File: src/rtl/io_out_pkg.sv
// io_out_pkg
// Shared types and constants for the output-pad serializer.
//   io_out_state_t : serializer FSM states (idle, driver lead-in, shifting, trail-out)
//   PRBS7_SEED     : value the PRBS7 generator restarts from after reset
//   PRBS7_TAPS     : feedback taps for x^7 + x^6 + 1 (register bits 6 and 5)
//   PAD_T_DRIVE    : pad tristate control level that enables the output driver
//   PAD_T_HIZ      : pad tristate control level that releases the pad
package io_out_pkg;

    typedef enum logic [1:0] {
        ST_IDLE,
        ST_LEAD,
        ST_SHIFT,
        ST_TRAIL
    } io_out_state_t;

    localparam logic [6:0] PRBS7_SEED = 7'h7F;
    localparam logic [6:0] PRBS7_TAPS = 7'b110_0000;

    localparam logic PAD_T_DRIVE = 1'b0;
    localparam logic PAD_T_HIZ   = 1'b1;

    // Feedback bit of the PRBS7 shift register: XOR of the tapped bits.
    function automatic logic prbs7_feedback(input logic [6:0] state);
        return ^(state & PRBS7_TAPS);
    endfunction

endpackage

File: src/rtl/io_out_prbs7.sv
// io_out_prbs7
// PRBS7 (x^7 + x^6 + 1) pattern source used to keep the pad toggling while the
// serializer has no word to send. The register shifts left, so bit 6 is the
// oldest bit and is the one presented on bit_out.
//   clk     : clock
//   rst     : synchronous active-high reset, reloads the seed
//   advance : step the generator by one bit at the next clock edge
//   bit_out : current PRBS bit
module io_out_prbs7
    import io_out_pkg::*;
(
    input  logic clk,
    input  logic rst,
    input  logic advance,
    output logic bit_out
);

    logic [6:0] lfsr;

    // Generator state: seeded on reset and stepped only when asked to, so the
    // serializer can freeze the stream while it is sending a word.
    always_ff @(posedge clk) begin
        if (rst) begin
            lfsr <= PRBS7_SEED;
        end else if (advance) begin
            lfsr <= {lfsr[5:0], prbs7_feedback(lfsr)};
        end
    end

    assign bit_out = lfsr[6];

endmodule

File: src/rtl/io_out_serializer.sv
// io_out_serializer
// Fabric-side driver stage for a single output/tristate pad buffer. Accepts
// parallel words over valid/ready and shifts them out LSB-first onto the pad
// data line, each bit held DIV clocks. The pad driver is enabled LEAD_CYC
// clocks before the first bit and released TRAIL_CYC clocks after the last.
// Words presented on the final clock of the final bit follow on immediately
// with no lead-in or trail-out between them.
//
// Optional feature: define IO_OUT_SERIALIZER_PRBS_EN to keep the pad driven
// with a PRBS7 stream while idle instead of tristating it. The stream freezes
// while a word is in flight and resumes where it stopped.
//
// Ports:
//   clk      : sole clock
//   rst      : synchronous active-high reset
//   in_valid : a word is offered on in_data
//   in_data  : word to send, sampled only on the handshake
//   in_ready : word accepted on a clock with in_valid & in_ready
//   pad_do   : registered pad data (to PADDO)
//   pad_t    : registered pad tristate control (to PADT), 1 = high impedance
//   busy     : serializer is anywhere other than idle
module io_out_serializer
    import io_out_pkg::*;
#(
    parameter int   DATA_W     = 8,
    parameter int   DIV        = 1,
    parameter int   LEAD_CYC   = 2,
    parameter int   TRAIL_CYC  = 2,
    parameter logic IDLE_LEVEL = 1'b1
) (
    input  logic              clk,
    input  logic              rst,
    input  logic              in_valid,
    input  logic [DATA_W-1:0] in_data,
    output logic              in_ready,
    output logic              pad_do,
    output logic              pad_t,
    output logic              busy
);

    localparam int DIV_CW = $clog2(DIV) + 1;
    localparam int BIT_CW = $clog2(DATA_W) + 1;

    localparam logic [DIV_CW-1:0] DIV_LAST   = DIV_CW'(DIV - 1);
    localparam logic [BIT_CW-1:0] BIT_LAST   = BIT_CW'(DATA_W - 1);
    localparam logic [3:0]        LEAD_LAST  = 4'(LEAD_CYC - 1);
    localparam logic [3:0]        TRAIL_LAST = 4'(TRAIL_CYC - 1);

    io_out_state_t     state;
    io_out_state_t     state_nxt;
    logic [DATA_W-1:0] shreg;
    logic [DATA_W-1:0] shreg_nxt;
    logic [DIV_CW-1:0] div_cnt;
    logic [DIV_CW-1:0] div_cnt_nxt;
    logic [BIT_CW-1:0] bit_cnt;
    logic [BIT_CW-1:0] bit_cnt_nxt;
    logic [3:0]        gap_cnt;
    logic [3:0]        gap_cnt_nxt;
    logic              pad_do_nxt;
    logic              pad_t_nxt;
    logic              handshake;
    logic              last_beat;

`ifdef IO_OUT_SERIALIZER_PRBS_EN
    logic              prbs_adv;
    logic              prbs_bit;
    logic [DIV_CW-1:0] idle_div;

    // The div counter is shared with the idle PRBS bit timing; on the first
    // idle clock after a frame it restarts from zero.
    assign idle_div = (state == ST_IDLE) ? div_cnt : '0;

    io_out_prbs7 u_prbs7 (
        .clk     (clk),
        .rst     (rst),
        .advance (prbs_adv),
        .bit_out (prbs_bit)
    );
`endif

    // The final clock of the final bit is the only busy clock that can take
    // the next word. Ready is held low while reset is asserted.
    assign last_beat = (state == ST_SHIFT) && (div_cnt == DIV_LAST) && (bit_cnt == BIT_LAST);
    assign in_ready  = ~rst & ((state == ST_IDLE) | last_beat);
    assign handshake = in_valid & in_ready;
    assign busy      = (state != ST_IDLE);

    // State, counters, shift register and the pad output registers. The pad
    // registers are loaded from the next-state decode so they line up with the
    // state they describe and carry no combinational path from the inputs.
    always_ff @(posedge clk) begin
        if (rst) begin
            state   <= ST_IDLE;
            shreg   <= '0;
            div_cnt <= '0;
            bit_cnt <= '0;
            gap_cnt <= '0;
            pad_do  <= IDLE_LEVEL;
            pad_t   <= PAD_T_HIZ;
        end else begin
            state   <= state_nxt;
            shreg   <= shreg_nxt;
            div_cnt <= div_cnt_nxt;
            bit_cnt <= bit_cnt_nxt;
            gap_cnt <= gap_cnt_nxt;
            pad_do  <= pad_do_nxt;
            pad_t   <= pad_t_nxt;
        end
    end

    // Sequencing: lead-in and trail-out share one gap counter, the div counter
    // times each bit, and the bit counter selects when a word is finished. A
    // handshake on the last beat reloads the register and stays in SHIFT.
    always_comb begin
        state_nxt   = state;
        shreg_nxt   = shreg;
        div_cnt_nxt = div_cnt;
        bit_cnt_nxt = bit_cnt;
        gap_cnt_nxt = gap_cnt;
`ifdef IO_OUT_SERIALIZER_PRBS_EN
        prbs_adv    = 1'b0;
`endif
        case (state)
            ST_IDLE: begin
                if (handshake) begin
                    shreg_nxt   = in_data;
                    div_cnt_nxt = '0;
                    bit_cnt_nxt = '0;
                    gap_cnt_nxt = '0;
                    state_nxt   = (LEAD_CYC == 0) ? ST_SHIFT : ST_LEAD;
                end
            end
            ST_LEAD: begin
                if (gap_cnt == LEAD_LAST) begin
                    gap_cnt_nxt = '0;
                    state_nxt   = ST_SHIFT;
                end else begin
                    gap_cnt_nxt = gap_cnt + 4'd1;
                end
            end
            ST_SHIFT: begin
                if (div_cnt != DIV_LAST) begin
                    div_cnt_nxt = div_cnt + DIV_CW'(1);
                end else begin
                    div_cnt_nxt = '0;
                    if (bit_cnt != BIT_LAST) begin
                        bit_cnt_nxt = bit_cnt + BIT_CW'(1);
                        shreg_nxt   = shreg >> 1;
                    end else begin
                        bit_cnt_nxt = '0;
                        gap_cnt_nxt = '0;
                        if (handshake) begin
                            shreg_nxt = in_data;
                        end else begin
                            state_nxt = (TRAIL_CYC == 0) ? ST_IDLE : ST_TRAIL;
                        end
                    end
                end
            end
            ST_TRAIL: begin
                if (gap_cnt == TRAIL_LAST) begin
                    gap_cnt_nxt = '0;
                    state_nxt   = ST_IDLE;
                end else begin
                    gap_cnt_nxt = gap_cnt + 4'd1;
                end
            end
            default: begin
                state_nxt = ST_IDLE;
            end
        endcase
`ifdef IO_OUT_SERIALIZER_PRBS_EN
        // While staying or arriving in idle, each PRBS bit is presented for DIV
        // clocks; leaving idle on a handshake freezes the generator.
        if (state_nxt == ST_IDLE) begin
            prbs_adv    = (idle_div == DIV_LAST);
            div_cnt_nxt = prbs_adv ? '0 : idle_div + DIV_CW'(1);
        end
`endif
    end

    // Pad levels for the clock being entered: data only while shifting, the
    // idle level during lead-in and trail-out, and either high impedance or the
    // PRBS stream while idle.
    always_comb begin
        pad_t_nxt  = PAD_T_DRIVE;
        pad_do_nxt = IDLE_LEVEL;
        case (state_nxt)
            ST_SHIFT: begin
                pad_do_nxt = shreg_nxt[0];
            end
            ST_IDLE: begin
`ifdef IO_OUT_SERIALIZER_PRBS_EN
                pad_do_nxt = prbs_bit;
`else
                pad_t_nxt  = PAD_T_HIZ;
`endif
            end
            default: begin
                pad_do_nxt = IDLE_LEVEL;
            end
        endcase
    end

endmodule
File: config.mk
export PLATFORM = sky130hd
export DESIGN_NAME = io_out_serializer
export DESIGN_NICKNAME = d
export VERILOG_FILES = /design/src/rtl/io_out_pkg.sv /design/src/rtl/io_out_prbs7.sv /design/src/rtl/io_out_serializer.sv
export SDC_FILE = /design/constraint.sdc
export NUM_CORES = 1
export LEC_CHECK = 0
export CAP_MARGIN = 25
export CORE_MARGIN = 3
export CORE_UTILIZATION = 40
export CTS_BUF_LIST = sky130_fd_sc_hd__clkbuf_16
export DETAILED_ROUTE_END_ITERATION = 10
export DONT_BUFFER_PORTS = 1
export PLACE_DENSITY = 0.53
export SETUP_SLACK_MARGIN = 0.5
export SYNTH_ARGS = -nofsm -noshare
export SYNTH_HDL_FRONTEND = slang
export SYNTH_HIERARCHICAL = 1
export SYNTH_SLANG_ARGS = --single-unit
File: constraint.sdc
create_clock -name clk -period 2.4 [get_ports clk]
set_input_delay 0.48 -clock clk [delete_from_list [all_inputs] [get_ports clk]]
set_output_delay 0.48 -clock clk [all_outputs]
set_load 0.02 [all_outputs]
# Word level (Yosys, flattened, before mapping)
# Cells that the tools add are included.
dict set report totals {
  reg_bits 21
  in_bits 11
  output_inout_bits 4
  word_cells 62
}
dict set report classes {
  n_addsub 3
  eq_ne 10
  n_mux 23
  bitwise_logic 6
  reduce_logical 12
}
# operator count
set ops {}
lappend ops {{$mux W4} 6}
lappend ops {{$mux W8} 3}
lappend ops {{$pmux W8 S2} 1}
lappend ops {{$mux W2} 6}
lappend ops {{$pmux W4 S3} 1}
lappend ops {{$add A4 B1 Y4 const B} 2}
lappend ops {{$pmux W2 S4} 1}
lappend ops {{$pmux W4 S2} 1}
lappend ops {{$eq A2 B2 Y1 const B} 3}
lappend ops {{$ne A2 B2 Y1 const B} 3}
lappend ops {{$reduce_and A3 Y1} 2}
lappend ops {{$eq A4 B1 Y1 const B} 1}
lappend ops {{$eq A4 B3 Y1 const B} 1}
lappend ops {{$logic_not A2 Y1} 2}
lappend ops {{$ne A4 B3 Y1 const B} 1}
lappend ops {{$reduce_and A2 Y1} 2}
lappend ops {{$reduce_bool A2 Y1} 2}
lappend ops {{$reduce_or A2 Y1} 2}
lappend ops {{$mux W1} 3}
lappend ops {{$not A1 Y1} 3}
lappend ops {{$and A1 B1 Y1} 2}
lappend ops {{$eq A2 B1 Y1 const B} 1}
lappend ops {{$logic_and A1 B1 Y1} 2}
lappend ops {{$pmux W1 S2} 1}
lappend ops {{other kinds (2)} 2}

# Depth between registers and ports, before layout
dict set report depth {
  ltp_word 13
  mapped_depth 6
  mapped_depth_nobuf 6
}

# Least setup slack after synthesis
# OpenSTA, ideal clock, no wires.
dict set report synth_timing {
  path_type {input to output}
  start {input rst}
  end {output in_ready}
  arrival_ps 1249
  t_required_ps 1920
  slack_ps 671
  stages 3
  n_path_buf 1
  path_cell_list {or2_2 clkbuf_1 a21oi_1}
}
dict set report synth_between {
  elab_chain_cells 2
}
# item line
set synth_rtl {}
lappend synth_rtl {{from (decl)} io_out_serializer.sv:32} ;# input logic rst,
lappend synth_rtl {{$not A1 Y1} io_out_serializer.sv:84} ;# assign in_ready = ~rst & ((state == ST_IDLE) | last_beat);
lappend synth_rtl {{$and A1 B1 Y1} io_out_serializer.sv:84}
lappend synth_rtl {{to (decl)} io_out_serializer.sv:35} ;# output logic in_ready,
# Every way passes these cells.

# Worst setup path in the final report
dict set report layout_timing {
  start {register bit_cnt[0]}
  end {output in_ready}
}
dict set report layout_between {
  elab_chain_cells 4
}
# item line
set layout_rtl {}
lappend layout_rtl {{from (decl)} io_out_serializer.sv:55} ;# logic [BIT_CW-1:0] bit_cnt;
lappend layout_rtl {{from (signal assigned)} io_out_serializer.sv:104} ;# bit_cnt <= bit_cnt_nxt;
lappend layout_rtl {{$eq A4 B3 Y1} io_out_serializer.sv:83} ;# assign last_beat = (state == ST_SHIFT) && (div_cnt == DIV_LAST) && (bit_cnt == BIT_LAST);
lappend layout_rtl {{$logic_and A1 B1 Y1} io_out_serializer.sv:83}
lappend layout_rtl {{$or A1 B1 Y1} io_out_serializer.sv:84}
lappend layout_rtl {{$and A1 B1 Y1} io_out_serializer.sv:84}
# Every way passes these cells.

==> qor.yml <==
worst_setup_path:
  crit_chain: "ha_1, nand3b_1, a21oi_4"
  r2r_start: "bit_cnt[0]"
  reg2reg_depth: 7
  cp.required_ns: 1.92
  path_class: "reg2out"
  critPathArrivalTime_ns: 1.33
  startpoint_type: "register"
  worst-path-max-fanout: 5
  slowest_stage: "dfxtp_1"
  startpoint: "bit_cnt[0]"
  critPathMaxStageDelay_ns: 0.36
  setup.worst_path.end_class: "output port"
  cp-endpoint: "in_ready"
  worst-r2r-setup-slack_ns: 0.63
  timing.rr.end: "shreg[1]"
clock_network:
  insertion_delay_ns: 0.25
  cts_buffers: 3
  cts.path.max_buffers: 2
  cts_root_buf: "clkbuf_16"
  cts_sinks: 20
  cts_tree: "done"
  clkTransAtPathRegs_ns: 0.06
  ctsHoldBuffers: 0
  cts_htree_levels: 1
floorplanning:
  floorplan.die_area_um2: 3355
  die_w_um: 57.93
  io_pins: 15
  num_rows: 18
  fp.dieH_um: 57.93
  core_area_um2: 2522
  start_util_pct: 42.76
sta:
  finalHoldViolCount: 0
  period_share_pct: 75.38
  whs_ns: 0.2906
  rsz0062_at_grt: "false"
  post-route-min-period_ns: 1.809
  finClkSkew_ns: 0.003372
  slew_headroom_pct: 57.60
  tns_ns: 0
  final-max-slew-violation-count: 0
  worstMarginPinSlew_ns: 0.6352
  timing.fmax_mhz: 552.7
  finalSetupViolCount: 0
synthesis:
  ys_seq_area_share_pct: 37.12
  syn_inst: 121
  synth_cell_types: 37
  syn_area_um2: 1079
  ys_ff_latch: 20
  synth_edf_count: 0
  syn_nets: 135
  synth_common_cells: "20 x dfxtp_1, 10 x nor2_1, 8 x nand2_1"
  syn_area_per_cell_um2: 8.914
  synth.largest_area_cell: "dfxtp_1"
  yosysMostFrequentCell: "dfxtp_1"
  synth_top_cell_area_share_pct: 37.12
  ys.flop_type: "dfxtp_1"
  async_flop_share_pct: 0
  synth_warnings: 6
  synth_area_leaders: "dfxtp_1 37%, mux2_2 7.3%, mux2i_1 6.5%"
min_path:
  hold_class: "in2reg"
  min_from: "rst"
global_routing:
  overflow: 0
  grt_pass1_wl_mm: 3.594
  antenna_found_initial: 0
  grt_max_degree: 24
  grt_pass1_vias: 806
  grt_usage_pct: 13.54
pwr:
  leakage_nw: 0.4944
  powerDensity_nw_per_um2: 749.1
  max-vdd-ir-drop_mv: 0.5899
  p_seq_share_pct: 40.1
  intPower_uw: 723.7
  switchingPower_uw: 194.8
  p_comb_share_pct: 10.3
  sw_frac_of_total_pct: 21.21
  clkPwrFrac_pct: 49.6
placed_design:
  dp_hpwl_mm: 1.470
  finalWeightedCongestion: 0.7353
  io_buffers: 0
layout:
  n_fill_cell: 254
  antennaDiodeCount: 0
  synthToLayoutAreaGrowth_pct: 13.69
  seq_area_um2: 400.4
  multi_input_area_um2: 638.1
  drive_gt1_share_pct: 19.01
  fin_nets: 136
drt:
  postRouteAntennaNets: 0
  drt_wl_total_mm: 2.201
  via_count: 887
  routed_via_density: 5.874
  drtIter0Drc: 14
  drcViolationCount: 0
  wl_per_cell_um: 14.58
  drtPass1Iterations: 4
run:
  maxCapViolCount: 0
status:
  status: "finished, final reports clean"
[sequential cells by signal, indices dropped and copies added, names as in the netlist]
register,flops
state,2
gap_cnt,4
shreg,8
bit_cnt,4
pad_do,1
pad_t,1
[worst max-delay path: cells and delay by family, from the launching register on]
kind	cells	cell delay [ns]
AO/OA/AOI/OAI	1	0.28
adder cells (fa/ha/maj)	1	0.21
flip-flops	1	0.36
AND/OR/NAND/NOR	1	0.22
[layout make-up]
cell class / instances / area share (%)
clock inverter: 1 / 2.449
sequential: 20 / 32.65
inverter: 4 / 1.224
clock buffer: 3 / 6.122
tap: 30 / 3.061
timing repair buffer: 4 / 2.449
multi-input combinational: 89 / 52.04
[metrics by stage]
stage,setup WS (ns),cell area (um^2),utilization (%),cells,power (mW)
3_3_place_gp,0.6988,1087,43.11,144,0.4672
5_1_grt,0.5146,1226,48.61,151,0.9574
4_1_cts,0.5330,1196,47.42,148,0.9279
6_report,0.5908,1226,48.61,151,0.9185
2_1_floorplan,0.6709,1079,-,121,0.4576
3_5_place_dp,0.6909,1087,43.11,144,0.4675
[power by group through the flow]
stage | Combinational (mW) | Clock (mW) | Sequential, mW
floorplan | 0.0894 | 0 | 0.368
global placement | 0.0925 | 0 | 0.375
detailed placement | 0.0925 | 0 | 0.375
CTS | 0.0940 | 0.466 | 0.368
global route | 0.107 | 0.480 | 0.371
finish | 0.0949 | 0.455 | 0.368
[layer usage]
layer	share of wire (%)	GRT usage [%]	vias to the layer above
li1	-	-	445
met1	50	18.49	418
met2	44	20.65	24
met3	5.7	6.013	0
met4	0	0.9934	0
met5	0	0	-
[cells in the final DEF, fill, tap and decap left out, drive strengths merged, types with 2 or more instances in the layout]
master   n
dfxtp   20
nor2    10
nand2    9
mux2     7
mux2i    7
o22ai    6
a21oi    6
a211oi   5
buf      4
o21ai    4
inv      3
nand3    3
ha       3
clkbuf   3
nor3     3
or2      2
a22oi    2
nor2b    2
nor3b    2
a211o    2
a41oi    2
nand4    2
nand2b   2
[logic make-up (layout without fill, tap and decap cells)]
family	count (synthesis)	after routing	share of synthesized area (%)
AOI/OAI and AO/OA	31	31	19.37
and+or+nand+nor	40	40	20.65
muxes	14	14	13.81
DFF	20	20	37.12
buffers and inverters	12	12	4.756
xor gates and xnor gates	1	1	0.8122
adders and majority gates	3	3	3.481
[how the worst min path moves through the flow]
| stage | end | depth (start not counted) |
|---|---|---|
| after floorplan | shreg[2] | 2 |
| after global placement | shreg[4] | 2 |
| after detailed placement | shreg[3] | 2 |
| after CTS | gap_cnt[2] | 1 |
| after global routing | gap_cnt[2] | 1 |
| final | gap_cnt[2] | 1 |
[timing repair]
action	CTS	global route
gates resized for setup	1	1
buffers inserted	0	3
endpoints found under the hold margin	0	0
endpoints found under the setup margin	1	1
(Power assumes the default switching activity.)
